## src/rtl/booth_mult_seq.sv

```systemverilog
// Sequential radix-2 Booth multiplier with start/busy/done handshake.
// Operands are widened by one bit so signed and unsigned modes share one signed loop.
module booth_mult_seq #(
    parameter int WIDTH = 8
) (
    input  logic                 clk,
    input  logic                 reset,
    input  logic                 start,
    input  logic                 signed_mode,
    input  logic [WIDTH-1:0]     multiplicand,
    input  logic [WIDTH-1:0]     multiplier,
    output logic                 busy,
    output logic                 done,
    output logic [2*WIDTH-1:0]   product
);

    localparam int E  = WIDTH + 1;
    localparam int CW = $clog2(E + 1);

    typedef enum logic [1:0] {
        IDLE,
        RUN,
        FINISH
    } state_t;

    state_t state_q, state_d;

    logic [E-1:0]  a;
    logic [E-1:0]  q;
    logic          q_1;
    logic [E-1:0]  m;
    logic [CW-1:0] count;

    logic [E-1:0]  m_ext;
    logic [E-1:0]  q_ext;
    logic [E-1:0]  a_sum;

    assign m_ext = {signed_mode & multiplicand[WIDTH-1], multiplicand};
    assign q_ext = {signed_mode & multiplier[WIDTH-1], multiplier};

    // Booth recoding of the current bit pair; the add/sub wraps modulo 2^E.
    always_comb begin
        a_sum = a;
        case ({q[0], q_1})
            2'b10:   a_sum = a - m;
            2'b01:   a_sum = a + m;
            default: a_sum = a;
        endcase
    end

    always_comb begin
        state_d = state_q;
        case (state_q)
            IDLE:    if (start) state_d = RUN;
            RUN:     if (count == CW'(1)) state_d = FINISH;
            FINISH:  state_d = IDLE;
            default: state_d = IDLE;
        endcase
    end

    always_ff @(posedge clk) begin
        if (reset) begin
            state_q <= IDLE;
        end else begin
            state_q <= state_d;
        end
    end

    // {A,Q,Q_1} shifts right arithmetically after each step; product only moves in FINISH.
    always_ff @(posedge clk) begin
        if (reset) begin
            a       <= '0;
            q       <= '0;
            q_1     <= 1'b0;
            m       <= '0;
            count   <= '0;
            busy    <= 1'b0;
            done    <= 1'b0;
            product <= '0;
        end else begin
            done <= 1'b0;
            case (state_q)
                IDLE: begin
                    if (start) begin
                        m     <= m_ext;
                        q     <= q_ext;
                        a     <= '0;
                        q_1   <= 1'b0;
                        count <= CW'(E);
                        busy  <= 1'b1;
                    end
                end
                RUN: begin
                    a     <= {a_sum[E-1], a_sum[E-1:1]};
                    q     <= {a_sum[0], q[E-1:1]};
                    q_1   <= q[0];
                    count <= count - CW'(1);
                end
                FINISH: begin
                    product <= {a[WIDTH-2:0], q};
                    done    <= 1'b1;
                    busy    <= 1'b0;
                end
                default: ;
            endcase
        end
    end

endmodule

```

## config.mk

```make
export PLATFORM = sky130hd
export DESIGN_NAME = booth_mult_seq
export DESIGN_NICKNAME = d
export VERILOG_FILES = /design/src/rtl/booth_mult_seq.sv
export SDC_FILE = /design/constraint.sdc
export NUM_CORES = 1
export LEC_CHECK = 0
export BUFFER_PORTS_ARGS = -buffer_cell sky130_fd_sc_hd__buf_2
export CAP_MARGIN = 10
export CORE_MARGIN = 2
export CORE_UTILIZATION = 50
export DETAILED_ROUTE_END_ITERATION = 8
export HOLD_SLACK_MARGIN = 0.1
export PLACE_DENSITY = 0.73
export SYNTH_ARGS = -nofsm -noshare
export SYNTH_HDL_FRONTEND = slang
export SYNTH_SLANG_ARGS = --single-unit
```

## constraint.sdc

```tcl
create_clock -name clk -period 2.35 [get_ports clk]
set_input_delay 0.47 -clock clk [delete_from_list [all_inputs] [get_ports clk]]
set_output_delay 0.47 -clock clk [all_outputs]
set_load 0.01 [all_outputs]
```

; After elaboration in Yosys (flattened, before gate mapping)
; Index checks and enable logic that the tools add are counted.
[classes]
addsub = 3
eq_ne = 7
n_mux = 15
bitwise_logic = 2
reduce_logical = 7
[ops]
columns = cell, count
row1 = 9-bit one-hot mux with 2 select lines, 3
row2 = 9-bit 2-to-1 mux, 2
row3 = 9-bit adder, 1
row4 = 9-bit subtractor, 1
row5 = 4-bit one-hot mux with 2 select lines, 1
row6 = 2-bit AND reduction, 4
row7 = "2-bit by 1-bit equality test with 1-bit output, second input constant", 2
row8 = "2-bit equality test, second input constant", 2
row9 = "4-bit by 1-bit equality test with 1-bit output, second input constant", 1
row10 = 2-bit 2-to-1 mux, 2
row11 = 4-bit 2-to-1 mux, 1
row12 = "2-bit inequality test, second input constant", 2
row13 = 1-bit one-hot mux with 2 select lines, 2
row14 = 2-bit one-hot mux with 2 select lines, 1
row15 = 2-bit nonzero test, 2
row16 = "4-bit by 1-bit subtractor with 4-bit output, second input constant", 1
row17 = 1-bit 2-to-1 mux, 3
row18 = 1-bit bitwise AND, 2
row19 = 2-bit zero test, 1
[word_totals]
ff_bits = 52
inputBits = 20
output_inout_bits = 18
wordCells = 43

; Depth between registers and ports, before layout
[depth]
depth_word = 3
mapped_depth = 11
depth_no_buf = 10

; Worst setup path before layout
; Ideal clock, no wire load.
[synth_timing]
path_type = register to register
from = register q[0]
to = register a[5]
setup_ns = 0.128
t_arrival_ns = 2.330
required_time_ns = 2.222
setup_slack_ns = -0.108
stages_incl_launch_ff = 11
path_buffers = 1
synth_period_minus_slack_ns = 2.458
cell_sequence = dfxtp_1 -> inv_1 -> ha_1 -> clkbuf_1 -> mux2_2 -> fa_1 -> a211oi_1 -> o21ai_0 -> xor2_1 -> a222oi_1 -> nor2_1
[synth_between]
elab_chain_cells = 3
elab_cells_between_ends = 4
classes_between = eq/ne: 2 / mux: 2
[synth_lines]
columns = element, line
row1 = start: declaration, 29  ; logic [E-1:0] q;
row2 = start signal: assignment, 86  ; q <= q_ext;
row3 = start signal: assignment, 95  ; q <= {a_sum[0], q[E-1:1]};
row4 = 2-bit by 1-bit equality test with 1-bit output or 2-bit equality test (tied branches), 44  ; case ({q[0], q_1})
row5 = 9-bit one-hot mux with 2 select lines *, 44
row6 = 9-bit one-hot mux with 2 select lines *, 82  ; case (state_q)
row7 = end signal: assignment, 94  ; a <= {a_sum[E-1], a_sum[E-1:1]};
row8 = end: declaration, 28  ; logic [E-1:0] a;
; Every way passes the cells marked *; elsewhere a longest branch is shown, timed or not.
; A chain may end at the register's enable or synchronous reset.

; Worst setup path after layout
[layout_timing]
from = register m[0]
to = register a[7]
[layout_between]
elab_chain_cells = 3
elab_cells_between_ends = 4
classes_between = add/sub: 2 / mux: 2
[layout_lines]
columns = element, line
row1 = start: declaration, 31  ; logic [E-1:0] m;
row2 = start signal: assignment, 85  ; m <= m_ext;
row3 = 9-bit adder or 9-bit subtractor (tied branches), "46, 45"
row4 = 9-bit one-hot mux with 2 select lines *, 44
row5 = 9-bit one-hot mux with 2 select lines *, 82
; Marked as above.

==> impl_metrics.json <==
{
  "core_area_sq_um": 4750,
  "hold_buffers": 0,
  "die_w_um": 74.3,
  "p_sw_share_pct": 30.5,
  "pwr-share-comb_pct": 26.1,
  "synth_edf_count": 0,
  "clock.fmax_mhz": 407,
  "grt-ovfl-total": 0,
  "synthesis.area_sq_um": 2470,
  "clk_latency_ns": 0.30,
  "ant_nets": 0,
  "hold_depth": 3,
  "die_h_um": 74.3,
  "fin_area_sq_um": 3010,
  "syn_avg_cell_area_sq_um": 8.71,
  "relSlewSlack_pct": 30.8,
  "switchingPower_mw": 0.601,
  "vias": 2152,
  "tightest_slew_ns": 1.03,
  "setup_viol": 4,
  "die_area_sq_um": 5530,
  "drive_gt1_share_pct": 28.0,
  "fin_crit_sh_pct": 104,
  "route.detailed.drc": 0,
  "critPathCapture": "a[7]",
  "cp_max_fo": 4,
  "async_reset_ff_share_pct": 0,
  "drtPass1Iterations": 4,
  "min_from": "multiplicand[1]",
  "finalWirelength_mm": 5.55,
  "synth_top_area_share_pct": 41.3,
  "syn_to_final_growth_pct": 21.8,
  "antenna_found_initial": 0,
  "gp_congestion": 0.773,
  "grt_max_degree": 25,
  "ioPinCount": 38,
  "synthCells": 284,
  "start_kind": "register",
  "r2r_slack_ns": -0.10,
  "final_net_count": 364,
  "p_int_mw": 1.37,
  "placed_area_sq_um": 2770,
  "yosysUniqueCellTypes": 50,
  "grt_pass1_wl_mm": 8.85,
  "numClockSinks": 51,
  "crit_required_ns": 2.56,
  "syn_nets": 317,
  "cts_made_buffers": 5,
  "min_period_ns": 2.45,
  "viasPerCell": 5.39,
  "skew_ns": 0.00630,
  "cts_tree": "built",
  "drt_iter0_drc": 231,
  "slew_viol_final": 0,
  "p_leak_nw": 1.34,
  "start_util_pct": 52.0,
  "crit_start": "m[0]",
  "yosys_warnings": 0,
  "reg2reg_from": "m[0]",
  "finalSetupTns_ns": -0.382,
  "diodes": 0,
  "hold_viol_final": 0,
  "seqPwrFrac_pct": 48.9,
  "status": "finished with violations",
  "synth_area_leader_cell": "dfxtp_1",
  "hpwlAfterDp_mm": 3.88,
  "ys_top_cells_by_area": "dfxtp_1, nor2_1, ha_1",
  "cp_data_arrival_time_ns": 2.66,
  "worstSetupPathType": "reg2reg",
  "maxCapViolCount": 0,
  "io_buffers": 37,
  "rsz0062_at_grt": "yes",
  "powerDensity_nw_per_um2": 655,
  "rows": 25,
  "clock_power_share_pct": 25.0,
  "r2r_cells": 10,
  "violations": "setup timing",
  "synth_ff_type": "dfxtp_1",
  "fin_ws_ns": -0.105,
  "endpoint_kind": "register",
  "cts-root-buf": "clkbuf_8",
  "clock_path_buffers": 2,
  "ys_seq_area_share_pct": 41.3,
  "htree_levels": 2,
  "grt_usage_pct": 20.4,
  "grt_pass1_vias": 2013,
  "clk_pin_slew_ns": 0.09,
  "vdd_ir_drop_max_mv": 0.273,
  "wl_per_cell_um": 13.9,
  "synth-seq-cells": 51,
  "regToRegEndpoint": "a[7]",
  "worst_hold_path_type": "in2reg"
}
timing repair:
item,CTS,global route
pin swaps,1,20
resized for setup,4,25
buffers inserted,1,4
endpoints found under the hold margin,0,0
endpoints found under the setup margin,4,5
per-layer routing:
layer / vias up / routed length, um / track usage (%)
li1: 1097 / - / -
met1: 1001 / 2650 / 26.3
met2: 47 / 2630 / 34.8
met3: 7 / 203 / 3.79
met4: 0 / 65 / 6.35
met5: - / 0 / 0
cell usage after synthesis, drive strengths merged, types with 2 or more instances:
master / number
nor2: 53
dfxtp: 51
a21oi: 25
nand2: 24
a22o: 16
ha: 12
nor3: 11
buf: 9
a2bb2oi: 8
xor2: 7
clkbuf: 6
inv: 6
nand2b: 5
o21ai: 5
a22oi: 4
o211ai: 4
xnor2: 4
a211oi: 3
a222oi: 3
a21o: 2
and2b: 2
mux2i: 2
nand3: 2
nor4: 2
or2: 2
cell families (layout without fill, tap and decap cells):
logic type | Yosys count | after routing | synth area share [%]
AO/OA/AOI/OAI | 76 | 76 | 22.1
XOR/XNOR | 11 | 11 | 3.89
adder cells (fa/ha/maj) | 13 | 13 | 6.88
buffers and inverters | 21 | 69 | 4.10
flip-flops | 51 | 51 | 41.3
multiplexers | 3 | 3 | 1.26
AND/OR/NAND/NOR | 109 | 109 | 20.5
power groups by stage:
stage / logic (mW) / registers [mW] / clock network, mW
floorplan: 0.331 / 0.966 / 0
global placement: 0.427 / 0.977 / 0
detailed placement: 0.437 / 0.980 / 0
CTS: 0.451 / 0.960 / 0.509
global route: 0.569 / 0.971 / 0.540
finish: 0.514 / 0.964 / 0.494
state kept, by name, indices dropped and copies added, names as in the netlist:
| register | count |
|---|---|
| q_1 | 1 |
| m | 9 |
| product | 16 |
| done | 1 |
| state_q | 2 |
| q | 9 |
| a | 8 |
| busy | 1 |
| count | 4 |
worst min-delay path by stage:
stage / endpoint / slack [ns]
2_1_floorplan: m[8] / 0.44
3_3_place_gp: busy / 0.44
3_5_place_dp: m[8] / 0.46
4_1_cts: m[5] / 0.39
5_1_grt: m[2] / 0.40
6_report: m[1] / 0.39
stage by stage:
step	setup slack (ns)	utilization [%]	power (mW)	instances	hold slack (ns)
2_1_floorplan	0.0186	-	1.30	284	0.444
3_3_place_gp	-0.0340	58.3	1.40	387	0.444
3_5_place_dp	-0.0987	58.3	1.42	387	0.455
4_1_cts	-0.0253	60.7	1.92	396	0.389
5_1_grt	-0.212	63.3	2.08	399	0.399
6_report	-0.105	63.3	1.97	399	0.393
cell type report:
| type | count | area (sq um) |
|---|---|---|
| Multi-Input combinational cell | 212 | 1460 |
| Inverter | 6 | 22.5 |
| Clock buffer | 6 | 72.6 |
| Clock inverter | 2 | 12.5 |
| Tap cell | 67 | 83.8 |
| Timing Repair Buffer | 55 | 332 |
| Fill cell | 417 | 1740 |
| Sequential cell | 51 | 1020 |
worst max-delay path, cell delays in order (launching register included):
cell and delay (ns):
dfxtp_2 0.34, or3_4 0.40, nor3_4 0.23, nor2_2 0.06, xor2_1 0.14, ha_1 0.36, a21oi_2 0.25, o211ai_1 0.15
nand3_1 0.11, nor2_1 0.05, a2111oi_2 0.26
placed cells by master (no fill, tap or decap), types with 2 or more instances in the layout:
| cell type | count |
|---|---|
| a22oi_1 | 4 |
| o211ai_1 | 4 |
| xor2_1 | 7 |
| buf_6 | 3 |
| inv_1 | 3 |
| a22o_1 | 16 |
| clkbuf_8 | 5 |
| mux2i_1 | 2 |
| nand2b_4 | 2 |
| buf_4 | 15 |
| o21ai_0 | 2 |
| nand2_1 | 24 |
| nor2_1 | 50 |
| a222oi_1 | 3 |
| o21ai_2 | 2 |
| ha_1 | 10 |
| xnor2_1 | 3 |
| buf_2 | 37 |
| dfxtp_2 | 3 |
| nand3_1 | 2 |
| nor4_1 | 2 |
| ha_4 | 2 |
| a21o_1 | 2 |
| inv_2 | 3 |
| nor2_2 | 3 |
| a211oi_1 | 2 |
| nand2b_1 | 3 |
| nor3_1 | 10 |
| a21oi_2 | 3 |
| a21oi_1 | 21 |
| a2bb2oi_1 | 8 |
| dfxtp_1 | 48 |
Power figures use the tool's default switching activity.
